File: src/rtl/fft_stage_addr_gen_if.sv
// Butterfly-descriptor bus between the FFT controller and the stage address generator.
// The master side requests transforms and consumes descriptors; the slave side is the generator.
interface fft_stage_addr_gen_if #(
  parameter int MAX_LOG2N = 6,
  parameter int LOG2_W    = 3
);
  logic                  start;
  logic [LOG2_W-1:0]     log2n;
  logic                  abort;
  logic                  out_valid;
  logic                  out_ready;
  logic [MAX_LOG2N-1:0]  addr_a;
  logic [MAX_LOG2N-1:0]  addr_b;
  logic [MAX_LOG2N-2:0]  tw_idx;
  logic [LOG2_W-1:0]     stage;
  logic [MAX_LOG2N-1:0]  half;
  logic                  stage_last;
  logic                  busy;
  logic                  done;

  modport master (
    output start, log2n, abort, out_ready,
    input  out_valid, addr_a, addr_b, tw_idx, stage, half, stage_last, busy, done
  );

  modport slave (
    input  start, log2n, abort, out_ready,
    output out_valid, addr_a, addr_b, tw_idx, stage, half, stage_last, busy, done
  );
endinterface

File: src/rtl/fft_stage_addr_gen.sv
// Radix-2 DIF FFT sequencer: walks stage/group/position for a runtime size 2^L
// and emits one butterfly descriptor (A/B addresses, twiddle index) per handshake.
module fft_stage_addr_gen #(
  parameter int MAX_LOG2N = 6,
  parameter int LOG2_W    = 3
) (
  input logic                clk,
  input logic                rst_n,
  fft_stage_addr_gen_if.slave bus
);
  localparam int AW = MAX_LOG2N;
  localparam int NW = MAX_LOG2N + 1;
  localparam int TW = MAX_LOG2N - 1;

  typedef enum logic {IDLE, RUN} state_e;

  state_e            state_q, state_d;
  logic [LOG2_W-1:0] l_q, l_d;
  logic [LOG2_W-1:0] stage_q, stage_d;
  logic [TW-1:0]     pos_q, pos_d;
  logic [AW-1:0]     base_q, base_d;
  logic [AW-1:0]     half_q, half_d;
  logic              done_q, done_d;

  logic              run;
  logic [NW-1:0]     n_full;
  logic [NW-1:0]     base_next;
  logic [AW-1:0]     half_m1;
  logic              pos_end;
  logic              group_end;
  logic              stage_final;
  logic [LOG2_W-1:0] l_sat;
  logic [AW-1:0]     addr_a;

  assign run         = (state_q == RUN);
  // One extra bit so base+2*half == N does not wrap when N = 2^MAX_LOG2N.
  assign n_full      = NW'(1) << l_q;
  assign base_next   = {1'b0, base_q} + {half_q, 1'b0};
  assign half_m1     = half_q - AW'(1);
  assign pos_end     = ({1'b0, pos_q} == half_m1);
  assign group_end   = (base_next == n_full);
  assign stage_final = (stage_q == l_q - LOG2_W'(1));
  assign l_sat       = (bus.log2n > LOG2_W'(MAX_LOG2N)) ? LOG2_W'(MAX_LOG2N) : bus.log2n;

  // NOTE: always_comb starts with a default for every _d signal so no path can infer a latch.
  always_comb begin
    state_d = state_q;
    l_d     = l_q;
    stage_d = stage_q;
    pos_d   = pos_q;
    base_d  = base_q;
    half_d  = half_q;
    done_d  = 1'b0;

    case (state_q)
      IDLE: begin
        if (bus.start && !bus.abort) begin
          if (l_sat == '0) begin
            done_d = 1'b1;
          end else begin
            state_d = RUN;
            l_d     = l_sat;
            stage_d = '0;
            pos_d   = '0;
            base_d  = '0;
            half_d  = AW'(1) << (l_sat - LOG2_W'(1));
          end
        end
      end
      RUN: begin
        if (bus.abort) begin
          state_d = IDLE;
          stage_d = '0;
          pos_d   = '0;
          base_d  = '0;
          half_d  = '0;
        end else if (bus.out_ready) begin
          if (!pos_end) begin
            pos_d = pos_q + TW'(1);
          end else if (!group_end) begin
            pos_d  = '0;
            base_d = base_next[AW-1:0];
          end else if (stage_final) begin
            // Counters are cleared on exit so every descriptor field reads 0 in IDLE.
            state_d = IDLE;
            done_d  = 1'b1;
            stage_d = '0;
            pos_d   = '0;
            base_d  = '0;
            half_d  = '0;
          end else begin
            pos_d   = '0;
            base_d  = '0;
            stage_d = stage_q + LOG2_W'(1);
            half_d  = half_q >> 1;
          end
        end
      end
      default: state_d = IDLE;
    endcase
  end

  // NOTE: sequential state uses non-blocking assignments only, so every flop samples pre-edge values.
  always_ff @(posedge clk or negedge rst_n) begin
    if (!rst_n) begin
      state_q <= IDLE;
      l_q     <= '0;
      stage_q <= '0;
      pos_q   <= '0;
      base_q  <= '0;
      half_q  <= '0;
      done_q  <= 1'b0;
    end else begin
      state_q <= state_d;
      l_q     <= l_d;
      stage_q <= stage_d;
      pos_q   <= pos_d;
      base_q  <= base_d;
      half_q  <= half_d;
      done_q  <= done_d;
    end
  end

  assign addr_a         = base_q + AW'(pos_q);
  assign bus.addr_a     = addr_a;
  assign bus.addr_b     = addr_a + half_q;
  assign bus.tw_idx     = pos_q << stage_q;
  assign bus.stage      = stage_q;
  assign bus.half       = half_q;
  assign bus.stage_last = run && pos_end && group_end;
  assign bus.out_valid  = run;
  assign bus.busy       = run;
  assign bus.done       = done_q;
endmodule

File: src/flat_wrapper.sv
// flat-port wrapper written by rule: the top's interface ports become plain ports
module fft_stage_addr_gen_flat 
#(
  parameter int MAX_LOG2N = 6,
  parameter int LOG2_W    = 3
)
  (clk, rst_n, bus_start, bus_log2n, bus_abort, bus_out_ready, bus_out_valid, bus_addr_a, bus_addr_b, bus_tw_idx, bus_stage, bus_half, bus_stage_last, bus_busy, bus_done);
  fft_stage_addr_gen_if #(.MAX_LOG2N(MAX_LOG2N), .LOG2_W(LOG2_W)) bus_i ();
  input logic clk;
  input logic rst_n;
  input wire logic [$bits(bus_i.start)-1:0] bus_start;
  input wire logic [$bits(bus_i.log2n)-1:0] bus_log2n;
  input wire logic [$bits(bus_i.abort)-1:0] bus_abort;
  input wire logic [$bits(bus_i.out_ready)-1:0] bus_out_ready;
  output wire logic [$bits(bus_i.out_valid)-1:0] bus_out_valid;
  output wire logic [$bits(bus_i.addr_a)-1:0] bus_addr_a;
  output wire logic [$bits(bus_i.addr_b)-1:0] bus_addr_b;
  output wire logic [$bits(bus_i.tw_idx)-1:0] bus_tw_idx;
  output wire logic [$bits(bus_i.stage)-1:0] bus_stage;
  output wire logic [$bits(bus_i.half)-1:0] bus_half;
  output wire logic [$bits(bus_i.stage_last)-1:0] bus_stage_last;
  output wire logic [$bits(bus_i.busy)-1:0] bus_busy;
  output wire logic [$bits(bus_i.done)-1:0] bus_done;
  assign bus_i.start = bus_start;
  assign bus_i.log2n = bus_log2n;
  assign bus_i.abort = bus_abort;
  assign bus_i.out_ready = bus_out_ready;
  assign bus_out_valid = bus_i.out_valid;
  assign bus_addr_a = bus_i.addr_a;
  assign bus_addr_b = bus_i.addr_b;
  assign bus_tw_idx = bus_i.tw_idx;
  assign bus_stage = bus_i.stage;
  assign bus_half = bus_i.half;
  assign bus_stage_last = bus_i.stage_last;
  assign bus_busy = bus_i.busy;
  assign bus_done = bus_i.done;
  fft_stage_addr_gen #(.MAX_LOG2N(MAX_LOG2N), .LOG2_W(LOG2_W)) u_core (.clk(clk), .rst_n(rst_n), .bus(bus_i));
endmodule
File: config.mk
export PLATFORM = sky130hd
export DESIGN_NAME = fft_stage_addr_gen_flat
export DESIGN_NICKNAME = d
export VERILOG_FILES = /design/src/rtl/fft_stage_addr_gen_if.sv /design/src/rtl/fft_stage_addr_gen.sv /design/src/flat_wrapper.sv
export SDC_FILE = /design/constraint.sdc
export NUM_CORES = 1
export LEC_CHECK = 0
export BUFFER_PORTS_ARGS = -buffer_cell sky130_fd_sc_hd__buf_2
export CAP_MARGIN = 20
export CORE_MARGIN = 3
export CORE_UTILIZATION = 42
export CTS_BUF_LIST = sky130_fd_sc_hd__clkbuf_16
export CTS_CLUSTER_DIAMETER = 60
export DETAILED_ROUTE_END_ITERATION = 7
export PLACE_DENSITY = 0.75
export SLEW_MARGIN = 20
export SYNTH_ARGS = -nofsm -noshare
export SYNTH_HDL_FRONTEND = slang
export SYNTH_SLANG_ARGS = --single-unit
File: constraint.sdc
create_clock -name clk -period 2.91 [get_ports clk]
set_clock_uncertainty 0.2 [all_clocks]
set_input_delay 0.582 -clock clk [delete_from_list [all_inputs] [get_ports clk]]
set_output_delay 0.582 -clock clk [all_outputs]
set_load 0.02 [all_outputs]
* Word-level counts from Yosys, hierarchy flattened
Cells that the tools add are included. Widths: inputs -> output; s select.
Storage, ports and cells: flip-flop bits (word level) 25, input bits 8, output and inout bits 30, logic and storage cells 84
Cells by class: add/sub/neg operators 8, order comparisons 1, equal/unequal tests 8, shifts and indexed selects 3, mux-type cells 46, bitwise logic cells 2, reductions and logical operators 9
Operators with widths (count):
- $mux 6 | 12
- $mux 5 | 6
- $mux 3 | 8
- $pmux 6 s2 | 2
- $mux 1 | 14
- $pmux 5 s2 | 1
- $ne 3x3->1 const B | 3
- $add 6x7->7 | 1
- $eq 7x7->1 | 1
- $shl 1x3->7 const A | 1
- $add 6x5->6 | 1
- $add 6x6->6 | 1
- $eq 5x6->1 | 1
- $pmux 3 s2 | 1
- $reduce_and 3->1 | 2
- $shl 1x3->6 const A | 1
- $sub 3x1->3 const B | 2
- $sub 6x1->6 const B | 1
- $add 5x1->5 const B | 1
- $reduce_and 5->1 | 1
- $shl 5x3->5 | 1
- $pmux 1 s2 | 2
- $reduce_and 4->1 | 1
- $add 3x1->3 const B | 1
- other kinds (8) | 11

* Depth between registers and ports, before layout
Gate-level depths: netlist of run 1.
depth in word-level cells 8, mapped depth 10, mapped depth without buffers 9

* Worst setup path after synthesis of run 1
No wires, ideal clock.
path kind register to output, start point reg u_core.half_q[0] (netlist: u_core.bus.half[0]), end point out bus_stage_last, arrival 2.541 ns, path slack -0.413 ns, stages on the path, launching flop included 9, buffers on the path 0, cells stage by stage dfrtp_1 -> ha_1 -> fa_1 -> xnor2_1 -> and4_1 -> nor3_1 -> nor4_4 -> o2111ai_4 -> nor2_1
Between the ends: longest elaborated chain between the ends 4
Ends and longest elaborated chain:
- from (decl) | line fft_stage_addr_gen.sv:22 | logic [AW-1:0] half_q, half_d;
- from (signal assigned) | line fft_stage_addr_gen.sv:119 | half_q <= half_d;
- $sub 6x1->6 | line fft_stage_addr_gen.sv:39 | assign half_m1 = half_q - AW'(1);
- $eq 5x6->1 | line fft_stage_addr_gen.sv:40 | assign pos_end = ({1'b0, pos_q} == half_m1);
- $logic_and 1x1->1 | line fft_stage_addr_gen.sv:130 | assign bus.stage_last = run && pos_end && group_end;
- $logic_and 1x1->1 (*) | line fft_stage_addr_gen.sv:130
- to (decl) | line flat_wrapper.sv:21 | output wire logic [$bits(bus_i.stage_last)-1:0] bus_stage_last;
Mark *: on every way between the ends. The rest lies on a longest branch, timed or not.

* Worst setup path after layout of run 1
start point reg u_core.base_q[1], end point out bus_stage_last
Between the ends: longest elaborated chain between the ends 3
Ends and longest elaborated chain:
- from (decl) | line fft_stage_addr_gen.sv:21 | logic [AW-1:0] base_q, base_d;
- from (signal assigned) | line fft_stage_addr_gen.sv:118 | base_q <= base_d;
- $add 6x7->7 | line fft_stage_addr_gen.sv:38 | assign base_next = {1'b0, base_q} + {half_q, 1'b0};
- $eq 7x7->1 | line fft_stage_addr_gen.sv:41 | assign group_end = (base_next == n_full);
- $logic_and 1x1->1 | line fft_stage_addr_gen.sv:130
Every way passes these cells.

==> results of run 1 <==
==> through the flow <==
stage                     worst slack, ns  TNS, ns
after floorplan                    -0.159   -0.573
after global routing               -0.531    -5.88
after detailed placement           -0.211    -2.12
final                              -0.436    -3.77
after CTS                          -0.470    -3.52
after global placement             -0.148    -1.21
==> final timing paths <==
check	start	to	slack [ns]	depth (start not counted)
worst max-delay path	u_core.base_q[1]$_DFFE_PN0P_	bus_stage_last	-0.44	9
worst min-delay path	rst_n	u_core.bus.stage[1]$_DFFE_PN0P_	0.11	1
worst max register to register	u_core.base_q[1]$_DFFE_PN0P_	u_core.bus.half[2]$_DFFE_PN0P_	-0.35	11
worst min register to register	u_core.base_q[5]$_DFFE_PN0P_	u_core.base_q[5]$_DFFE_PN0P_	0.37	1
max in group asynchronous	rst_n	u_core.bus.half[0]$_DFFE_PN0P_	2.00	1
min in group clk	bus_log2n[2]	u_core.l_q[2]$_DFFE_PN0P_	0.37	3
==> worst reg2reg max path: stages (launching register included) <==
cell       delay [ns]
dfrtp_2          0.44
ha_4             0.17
fa_2             0.57
xnor2_1          0.13
and4_1           0.20
nor3_2           0.06
nor4_4           0.29
o2111ai_4        0.19
buf_6            0.15
buf_6            0.13
a21oi_4          0.26
mux2_4           0.34
==> synth_stat cells (2+ instances only) <==
| library cell | number |
|---|---|
| a22o_1 | 11 |
| nor2_1 | 11 |
| clkbuf_1 | 4 |
| a21oi_2 | 2 |
| o22ai_1 | 2 |
| mux2i_1 | 4 |
| inv_1 | 19 |
| a211oi_1 | 4 |
| o21bai_1 | 3 |
| a21o_1 | 3 |
| o21ai_0 | 7 |
| and2_1 | 2 |
| mux2_2 | 2 |
| xor2_1 | 7 |
| and3_1 | 4 |
| nand2_1 | 17 |
| dfrtp_1 | 24 |
| o31ai_1 | 4 |
| and4_1 | 2 |
| ha_1 | 23 |
| buf_4 | 2 |
| nand3_1 | 7 |
| mux2_4 | 3 |
| a21oi_1 | 9 |
| fa_1 | 3 |
| nor3_1 | 10 |
| nand4b_1 | 2 |
| nor2b_1 | 6 |
| o2bb2ai_1 | 2 |
| buf_2 | 2 |
| xnor2_1 | 15 |
==> layout make-up <==
class,instances,area (µm²)
well taps,67,83.8
flip-flops and latches,24,603
repair buffers,68,457
clock inverters,1,30.0
multi-input cells,189,1700
clock buffers,3,75.1
inverters,19,73.8
fillers,409,1920
==> power by group through the flow <==
stage | combinational [µW] | clock (µW) | sequential, µW
3_5_place_dp | 641 | 0 | 401
3_3_place_gp | 624 | 0 | 400
5_1_grt | 764 | 417 | 402
4_1_cts | 668 | 403 | 397
6_report | 704 | 401 | 398
2_1_floorplan | 420 | 0 | 427
==> placed cells by master, fill, tap and decap left out, types with 3 or more instances in the layout <==
| master | count |
|---|---|
| buf_4 | 29 |
| ha_1 | 20 |
| fa_2 | 3 |
| nor2_1 | 10 |
| dfrtp_1 | 22 |
| a21o_1 | 3 |
| inv_1 | 16 |
| a211oi_1 | 3 |
| nor2b_1 | 6 |
| a21oi_1 | 5 |
| xor2_1 | 6 |
| o21bai_1 | 3 |
| nor3_1 | 9 |
| mux2_4 | 3 |
| a21oi_2 | 6 |
| xnor2_2 | 5 |
| xnor2_1 | 10 |
| nand2_1 | 16 |
| o21ai_0 | 7 |
| and3_1 | 3 |
| buf_6 | 7 |
| clkbuf_16 | 3 |
| buf_2 | 32 |
| mux2i_1 | 4 |
| a22o_1 | 11 |
| nand3_1 | 6 |
==> routing by layer <==
| layer | up-vias | share of wire | GRT usage |
|---|---|---|---|
| li1 | 1000 | - | - |
| met1 | 990 | 0.45 | 0.254 |
| met2 | 68 | 0.48 | 0.313 |
| met3 | 16 | 0.049 | 0.0272 |
| met4 | 0 | 0.021 | 0.0515 |
| met5 | - | 0 | 0 |
==> sequential cells by signal (all words and copies together) (netlist names) <==
name / cells
u_core.bus.half: 6
u_core.base_q: 5
u_core.pos_q: 5
u_core.bus.stage: 3
u_core.l_q: 3
u_core.bus.busy: 1
u_core.bus.done: 1
==> cells by family after synthesis <==
logic type	Yosys count
xor+xnor	22
mux	9
simple gates	70
fa+ha+maj	26
compound gates	61
other cells	1
buf+inv	27
flops	24
==> repair_timing <==
| action | in CTS | in global routing |
|---|---|---|
| resized for setup | 11 | 23 |
| endpoints found under the hold margin | 0 | 0 |
| endpoints found under the setup margin | 15 | 23 |
| hold buffers | 0 | 0 |
| pin swaps | 10 | 11 |
| buffers inserted | 0 | 3 |
==> impl_metrics.env, run 1 <==
export IMPL_pwr_share_comb=0.469
export IMPL_ioPinCount=38
export IMPL_antenna_found_initial=0
export IMPL_finalMaxSlewViolations=0
export IMPL_crit_path_cell_trace="ha_4 -> fa_2 -> xnor2_1 -> and4_1 -> nor3_2 -> nor4_4 -> o2111ai_4 -> nor2_4 -> buf_6"
export IMPL_vias=2074
export IMPL_total_power_uw=1500
export IMPL_grt_total_usage=0.188
export IMPL_synth_top_family_by_area="compound AO/OA/AOI/OAI gates"
export IMPL_post_place_cells=364
export IMPL_synth_nets=274
export IMPL_sequentialPowerShare=0.265
export IMPL_grt_max_degree=25
export IMPL_violations="setup timing"
export IMPL_p_sw_frac=0.371
export IMPL_synthesis_area_um2=2240
export IMPL_startpoint_type="flip-flop"
export IMPL_max_cap_violations=0
export IMPL_stdcell_area_um2=3020
export IMPL_synthTopCellsByArea="dfrtp_1, ha_1, xnor2_1"
export IMPL_synth_compound_area_share=0.221
export IMPL_cts_root_buf="clkbuf_16"
export IMPL_cp_end_kind="output port"
export IMPL_insertion_delay_ns=0.26
export IMPL_relSlewSlack=0.520
export IMPL_critPathSlowestCell="fa_2"
export IMPL_tightest_slew_ns=0.715
export IMPL_timing_fmax_mhz=299
export IMPL_drt_first_iter_violations=125
export IMPL_via_per_inst=5.59
export IMPL_setup_viol=15
export IMPL_gp_congestion=0.896
export IMPL_routedWlPerCell_um=15.6
export IMPL_fin_crit_ns=3.35
export IMPL_rows=25
export IMPL_peakVddDrop_uv=298
export IMPL_grt_first_pass_wirelength_mm=9.39
export IMPL_final_instance_count_excl_fill=371
export IMPL_hpwl_mm=4.45
export IMPL_synthArstFlopShare=1.00
export IMPL_numClockSinks=24
export IMPL_pwr_share_clk=0.266
export IMPL_postPlaceCellArea_um2=2740
export IMPL_hold_viol=0
export IMPL_netlist_instances=240
export IMPL_ys_flop_type="dfrtp_1"
export IMPL_first_pass_iters=4
export IMPL_p_int_uw=946
export IMPL_crit_arrival_ns=2.56
export IMPL_rsz0062_at_grt="yes"
export IMPL_start_util=0.452
export IMPL_clk_pin_slew_ns=0.07
export IMPL_p_leak_uw=0.00151
export IMPL_status="complete, but fails checks"
export IMPL_wl_mm=5.79
export IMPL_post_route_period_util=1.15
export IMPL_clock_path_buffers=2
export IMPL_coreArea_um2=4940
export IMPL_synth_edf_count=0
export IMPL_critPathRequiredTime_ns=2.13
export IMPL_fin_util=0.611
export IMPL_power_switching_uw=557
export IMPL_worst_path_buf_inv=1
export IMPL_yosysWarnings=0
export IMPL_path_delay_family="adder cells"
export IMPL_layout_drive_gt1_share=0.385
export IMPL_overflow=0
export IMPL_io_buffers=37
export IMPL_hold_class="primary input to async pin"
export IMPL_layout_setup_ws_ns=-0.436
export IMPL_syn_avg_cell_area_um2=9.32
export IMPL_cp_max_fo=3
export IMPL_yosysUniqueCellTypes=55
export IMPL_drc=0
export IMPL_htree_levels=1
export IMPL_yosys_area_share_simple=0.169
export IMPL_holdWs_ns=0.106
export IMPL_die_width_um=79.0
export IMPL_cts_buffers=3
export IMPL_ys_seq_elements=24
export IMPL_yosysTopAreaCellShare=0.269
export IMPL_power_density_nw_per_um2=498
export IMPL_synthMuxAreaShare=0.0481
export IMPL_synth_adder_area_share=0.156
export IMPL_nets=339
export IMPL_yosysTopAreaCell="dfrtp_1"
export IMPL_tritoncts="built"
export IMPL_cp_slowest_stage_delay_ns=0.57
export IMPL_ant_nets=0
export IMPL_critPathKind="flip-flop to output port"
export IMPL_grt_pass1_vias=1942
export IMPL_ys_seq_area_frac=0.269
export IMPL_die_h_um=79.0
export IMPL_die_area_um2=6230
export IMPL_synthXorXnorAreaFrac=0.0862
export IMPL_antenna_cells=0
export IMPL_area_delta_synth_final_pct=35.1
No activity file was read; power rests on OpenSTA's default activity.
==> run 2: changes to the inputs <==
SKIP_CTS_REPAIR_TIMING = 1   (was default)
==> run 2 against run 1 <==
Compared with the run above:
- the run still ends with setup timing left
- global-route usage down 0.39 points
- non-clock buffer count up 1
- clock power about the same
- core utilization down 0.28 points
- critical path type unchanged
- critical endpoint unchanged
==> impl_metrics.env, run 2 (synthesis results as in run 1) <==
export IMPL_status="complete, but fails checks"
export IMPL_violations="setup timing"
export IMPL_timing_fmax_mhz=295
export IMPL_layout_drive_gt1_share=0.380
export IMPL_coreArea_um2=4940
export IMPL_path_delay_family="adder cells"
export IMPL_critPathRequiredTime_ns=2.13
export IMPL_ioPinCount=38
export IMPL_max_cap_violations=0
export IMPL_via_per_inst=5.55
export IMPL_area_delta_synth_final_pct=34.5
export IMPL_tritoncts="built"
export IMPL_largest_reg_flops=6
export IMPL_critPathSlowestCell="fa_2"
export IMPL_hpwl_mm=4.45
export IMPL_start_util=0.452
export IMPL_hold_viol=0
export IMPL_gp_congestion=0.896
export IMPL_antenna_cells=0
export IMPL_clk_pin_slew_ns=0.07
export IMPL_r2r_end="u_core.bus.half[2]$_DFFE_PN0P_"
export IMPL_cts_root_buf="clkbuf_16"
export IMPL_relSlewSlack=0.521
export IMPL_clock_path_buffers=2
export IMPL_dpl_worst_slack_ns=-0.211
export IMPL_rows=25
export IMPL_die_area_um2=6230
export IMPL_overflow=0
export IMPL_die_h_um=79.0
export IMPL_grt_max_degree=25
export IMPL_setup_viol=15
export IMPL_cp_max_fo=3
export IMPL_layout_setup_ws_ns=-0.485
export IMPL_fin_crit_ns=3.39
export IMPL_antenna_found_initial=0
export IMPL_r2r_cells=11
export IMPL_path_depth=9
export IMPL_nets=340
export IMPL_ant_nets=0
export IMPL_post_place_cells=364
export IMPL_final_instance_count_excl_fill=372
export IMPL_rrSetupSlack_ns=-0.35
export IMPL_timing_rr_start="u_core.base_q[1]$_DFFE_PN0P_"
export IMPL_first_pass_iters=4
export IMPL_finalMaxSlewViolations=0
export IMPL_drt_first_iter_violations=176
export IMPL_cp_slowest_stage_delay_ns=0.59
export IMPL_grt_first_pass_wirelength_mm=9.17
export IMPL_routedWlPerCell_um=15.7
export IMPL_critical_path_startpoint="u_core.base_q[1]$_DFFE_PN0P_"
export IMPL_hold_class="primary input to async pin"
export IMPL_grt_total_usage=0.184
export IMPL_layout_commonest_cell="buf_4"
export IMPL_wl_mm=5.84
export IMPL_rsz0062_at_grt="yes"
export IMPL_p_leak_uw=0.00151
export IMPL_htree_levels=1
export IMPL_peakVddDrop_uv=287
export IMPL_die_width_um=79.0
export IMPL_insertion_delay_ns=0.26
export IMPL_worst_path_buf_inv=1
export IMPL_crit_arrival_ns=2.61
export IMPL_holdWs_ns=0.101
export IMPL_cp_end_kind="output port"
export IMPL_layout_common_cells="buf_4, buf_2, dfrtp_1"
export IMPL_post_route_period_util=1.17
export IMPL_drc=0
export IMPL_io_buffers=37
export IMPL_cts_buffers=3
export IMPL_numClockSinks=24
export IMPL_fillers=412
export IMPL_critPathKind="flip-flop to output port"
export IMPL_crit_path_cell_trace="ha_4 -> fa_2 -> xnor2_2 -> and4_1 -> nor3_1 -> nor4_4 -> o2111ai_4 -> nor2_4 -> buf_4"
export IMPL_startpoint_type="flip-flop"
export IMPL_vias=2063
export IMPL_tightest_slew_ns=0.713
export IMPL_grt_pass1_vias=1930
export IMPL_total_power_uw=1500
export IMPL_power_density_nw_per_um2=499
-- run 2: where the power goes --
| part | leakage, µW | switching, µW | total, µW | internal (µW) |
|---|---|---|---|---|
| clock network | 0.0000511 | 128 | 401 | 274 |
| logic | 0.00114 | 391 | 704 | 313 |
| registers | 0.000323 | 35.0 | 396 | 361 |
-- run 2: layout make-up --
type                            count  area (µm²)  share of cell area
Multi-Input combinational cell    189        1680               0.559
Clock buffer                        3        75.1              0.0250
Inverter                           19        71.3              0.0237
Timing Repair Buffer               69         463               0.154
Tap cell                           67        83.8              0.0279
Clock inverter                      1        30.0             0.00999
Sequential cell                    24         603               0.201
-- run 2: metal layers --
layer / routed length [µm] / GRT usage / share of wire / vias up
li1: - / - / - / 998
met1: 2540 / 0.244 / 0.43 / 983
met2: 2860 / 0.309 / 0.49 / 72
met3: 338 / 0.0317 / 0.058 / 10
met4: 98 / 0.0498 / 0.017 / 0
met5: 0 / 0 / 0 / -
-- run 2: how the worst max path moves through the flow --
| stage | end | slack, ns |
|---|---|---|
| final | bus_stage_last | -0.48 |
| after global routing | bus_addr_b[5] | -0.57 |
| after CTS | bus_stage_last | -0.48 |
| after detailed placement | u_core.bus.half[0]$_DFFE_PN0P_ | -0.21 |
| after global placement | bus_addr_b[5] | -0.15 |
| after floorplan | bus_stage_last | -0.16 |
-- run 2: through the flow --
stage | area (µm²) | utilization | setup TNS (ns)
6_report | 3010 | 0.608 | -4.31
5_1_grt | 3010 | 0.608 | -5.94
4_1_cts | 2840 | 0.575 | -3.62
3_5_place_dp | 2740 | 0.554 | -2.12
3_3_place_gp | 2740 | 0.554 | -1.21
2_1_floorplan | 2300 | - | -0.573
==> run 3: changes to the inputs <==
CTS_BUF_LIST = default   (was sky130_fd_sc_hd__clkbuf_16)
==> run 3 against run 2 <==
Compared with the run above:
- setup slack better by 0.0093 ns
- cell count down 0.27%
- via count fell by 1.8%
- register-to-register slack improved by 0.03 ns
- the run still ends with setup timing left
- clock power shrank 24%
- hold slack got worse by 0.014 ns
- total power is 8.3% lower
- highest routed layer unchanged
- die area unchanged
==> impl_metrics.env, run 3 (synthesis results as in run 1) <==
export IMPL_gp_congestion=0.896
export IMPL_insertion_delay_ns=0.27
export IMPL_violations="setup timing"
export IMPL_area_delta_synth_final_pct=30.4
export IMPL_grt_total_usage=0.180
export IMPL_via_per_inst=5.46
export IMPL_layout_commonest_cell="buf_4"
export IMPL_io_buffers=37
export IMPL_p_int_uw=846
export IMPL_numClockSinks=24
export IMPL_hold_class="primary input to async pin"
export IMPL_p_leak_uw=0.00148
export IMPL_r2r_end="u_core.bus.half[2]$_DFFE_PN0P_"
export IMPL_coreArea_um2=4940
export IMPL_r2r_cells=11
export IMPL_tritoncts="built"
export IMPL_grt_first_pass_wirelength_mm=9.04
export IMPL_largest_reg_flops=6
export IMPL_rows=25
export IMPL_start_util=0.452
export IMPL_grt_max_degree=25
export IMPL_finalMaxSlewViolations=0
export IMPL_htree_levels=1
export IMPL_fin_util=0.590
export IMPL_fin_crit_ns=3.39
export IMPL_rsz0062_at_grt="yes"
export IMPL_layout_setup_ws_ns=-0.476
export IMPL_die_h_um=79.0
export IMPL_layout_common_cells="buf_4, buf_2, dfrtp_1"
export IMPL_post_route_period_util=1.16
export IMPL_nets=339
export IMPL_crit_path_cell_trace="buf_4 -> buf_6 -> inv_2 -> fa_2 -> inv_2 -> ha_4 -> a21o_1 -> a21oi_2 -> o21bai_1 -> a21oi_2 -> xnor2_2 -> buf_4"
export IMPL_ant_nets=0
export IMPL_setup_viol=16
export IMPL_vias=2025
export IMPL_drc=0
export IMPL_tightest_slew_ns=0.707
export IMPL_hold_viol=0
export IMPL_peakVddDrop_uv=288
export IMPL_overflow=0
export IMPL_hpwl_mm=4.45
export IMPL_cts_buffers=3
export IMPL_rrSetupSlack_ns=-0.32
export IMPL_cp_slowest_stage_delay_ns=0.45
export IMPL_cp_max_fo=3
export IMPL_pwr_share_comb=0.492
export IMPL_crit_arrival_ns=2.60
export IMPL_first_pass_iters=4
export IMPL_power_switching_uw=531
export IMPL_die_width_um=79.0
export IMPL_cp_end_kind="output port"
export IMPL_pwr_share_clk=0.221
export IMPL_die_area_um2=6230
export IMPL_clk_pin_slew_ns=0.10
export IMPL_critPathRequiredTime_ns=2.13
export IMPL_p_sw_frac=0.386
export IMPL_critPathSlowestCell="dfrtp_2"
export IMPL_cts_root_buf="clkbuf_8"
export IMPL_holdWs_ns=0.0874
export IMPL_antenna_cells=0
export IMPL_power_density_nw_per_um2=472
export IMPL_drt_first_iter_violations=152
export IMPL_routedWlPerCell_um=15.3
export IMPL_antenna_found_initial=0
export IMPL_critPathKind="flip-flop to output port"
export IMPL_startpoint_type="flip-flop"
export IMPL_ioPinCount=38
export IMPL_timing_rr_start="u_core.base_q[1]$_DFFE_PN0P_"
export IMPL_clock_path_buffers=2
export IMPL_layout_drive_gt1_share=0.359
export IMPL_grt_pass1_vias=1890
export IMPL_sequentialPowerShare=0.287
export IMPL_status="complete, but fails checks"
export IMPL_relSlewSlack=0.525
export IMPL_max_cap_violations=0
export IMPL_wl_mm=5.68
export IMPL_timing_fmax_mhz=295
-- run 3: worst max-delay path, delay by kind of cell (launching register included) --
kind / cells / cell delay [ns]
adders and majority gates: 2 / 0.62
AOI/OAI and AO/OA: 4 / 0.60
buffers and inverters: 5 / 0.54
DFF: 1 / 0.45
xor gates and xnor gates: 1 / 0.12
-- run 3: layer usage --
layer / track usage / share of wire / up-vias
met1: 0.242 / 0.45 / 960
met3: 0.0306 / 0.057 / 6
met2: 0.309 / 0.48 / 62
met5: 0 / 0 / -
met4: 0.0292 / 0.010 / 0
li1: - / - / 997
-- run 3: cell type report --
class / instances / area (µm²)
Fill cell: 425 / 2030
Multi-Input combinational cell: 189 / 1630
Sequential cell: 24 / 603
Timing Repair Buffer: 68 / 452
Tap cell: 67 / 83.8
Inverter: 19 / 71.3
Clock buffer: 3 / 41.3
Clock inverter: 1 / 30.0
-- run 3: metrics by stage --
step	total power [µW]	worst slack (ns)	instances	area [µm²]	TNS [ns]
floorplan	847	-0.159	240	2300	-0.573
global placement	1020	-0.148	364	2740	-1.21
detailed placement	1040	-0.211	364	2740	-2.12
CTS	1340	-0.501	368	2810	-3.79
global route	1450	-0.588	371	2920	-6.01
finish	1380	-0.476	371	2920	-4.20
-- run 3: worst max path at each step --
stage          slack [ns]                            from  cells after the start                             end
2_1_floorplan       -0.16  u_core.bus.half[0]$_DFFE_PN0P_                      8                  bus_stage_last
3_3_place_gp        -0.15    u_core.base_q[1]$_DFFE_PN0P_                     11                   bus_addr_b[5]
3_5_place_dp        -0.21    u_core.base_q[1]$_DFFE_PN0P_                     11  u_core.bus.half[0]$_DFFE_PN0P_
4_1_cts             -0.50    u_core.base_q[1]$_DFFE_PN0P_                     11                   bus_addr_b[5]
5_1_grt             -0.59    u_core.base_q[1]$_DFFE_PN0P_                     12                   bus_addr_b[5]
6_report            -0.48    u_core.base_q[1]$_DFFE_PN0P_                     12                   bus_addr_b[5]
-- run 3: power groups by stage --
stage	Clock [µW]	Combinational [µW]	Sequential [µW]
2_1_floorplan	0	420	427
3_3_place_gp	0	624	400
3_5_place_dp	0	641	401
4_1_cts	304	645	395
5_1_grt	313	740	400
6_report	304	678	395
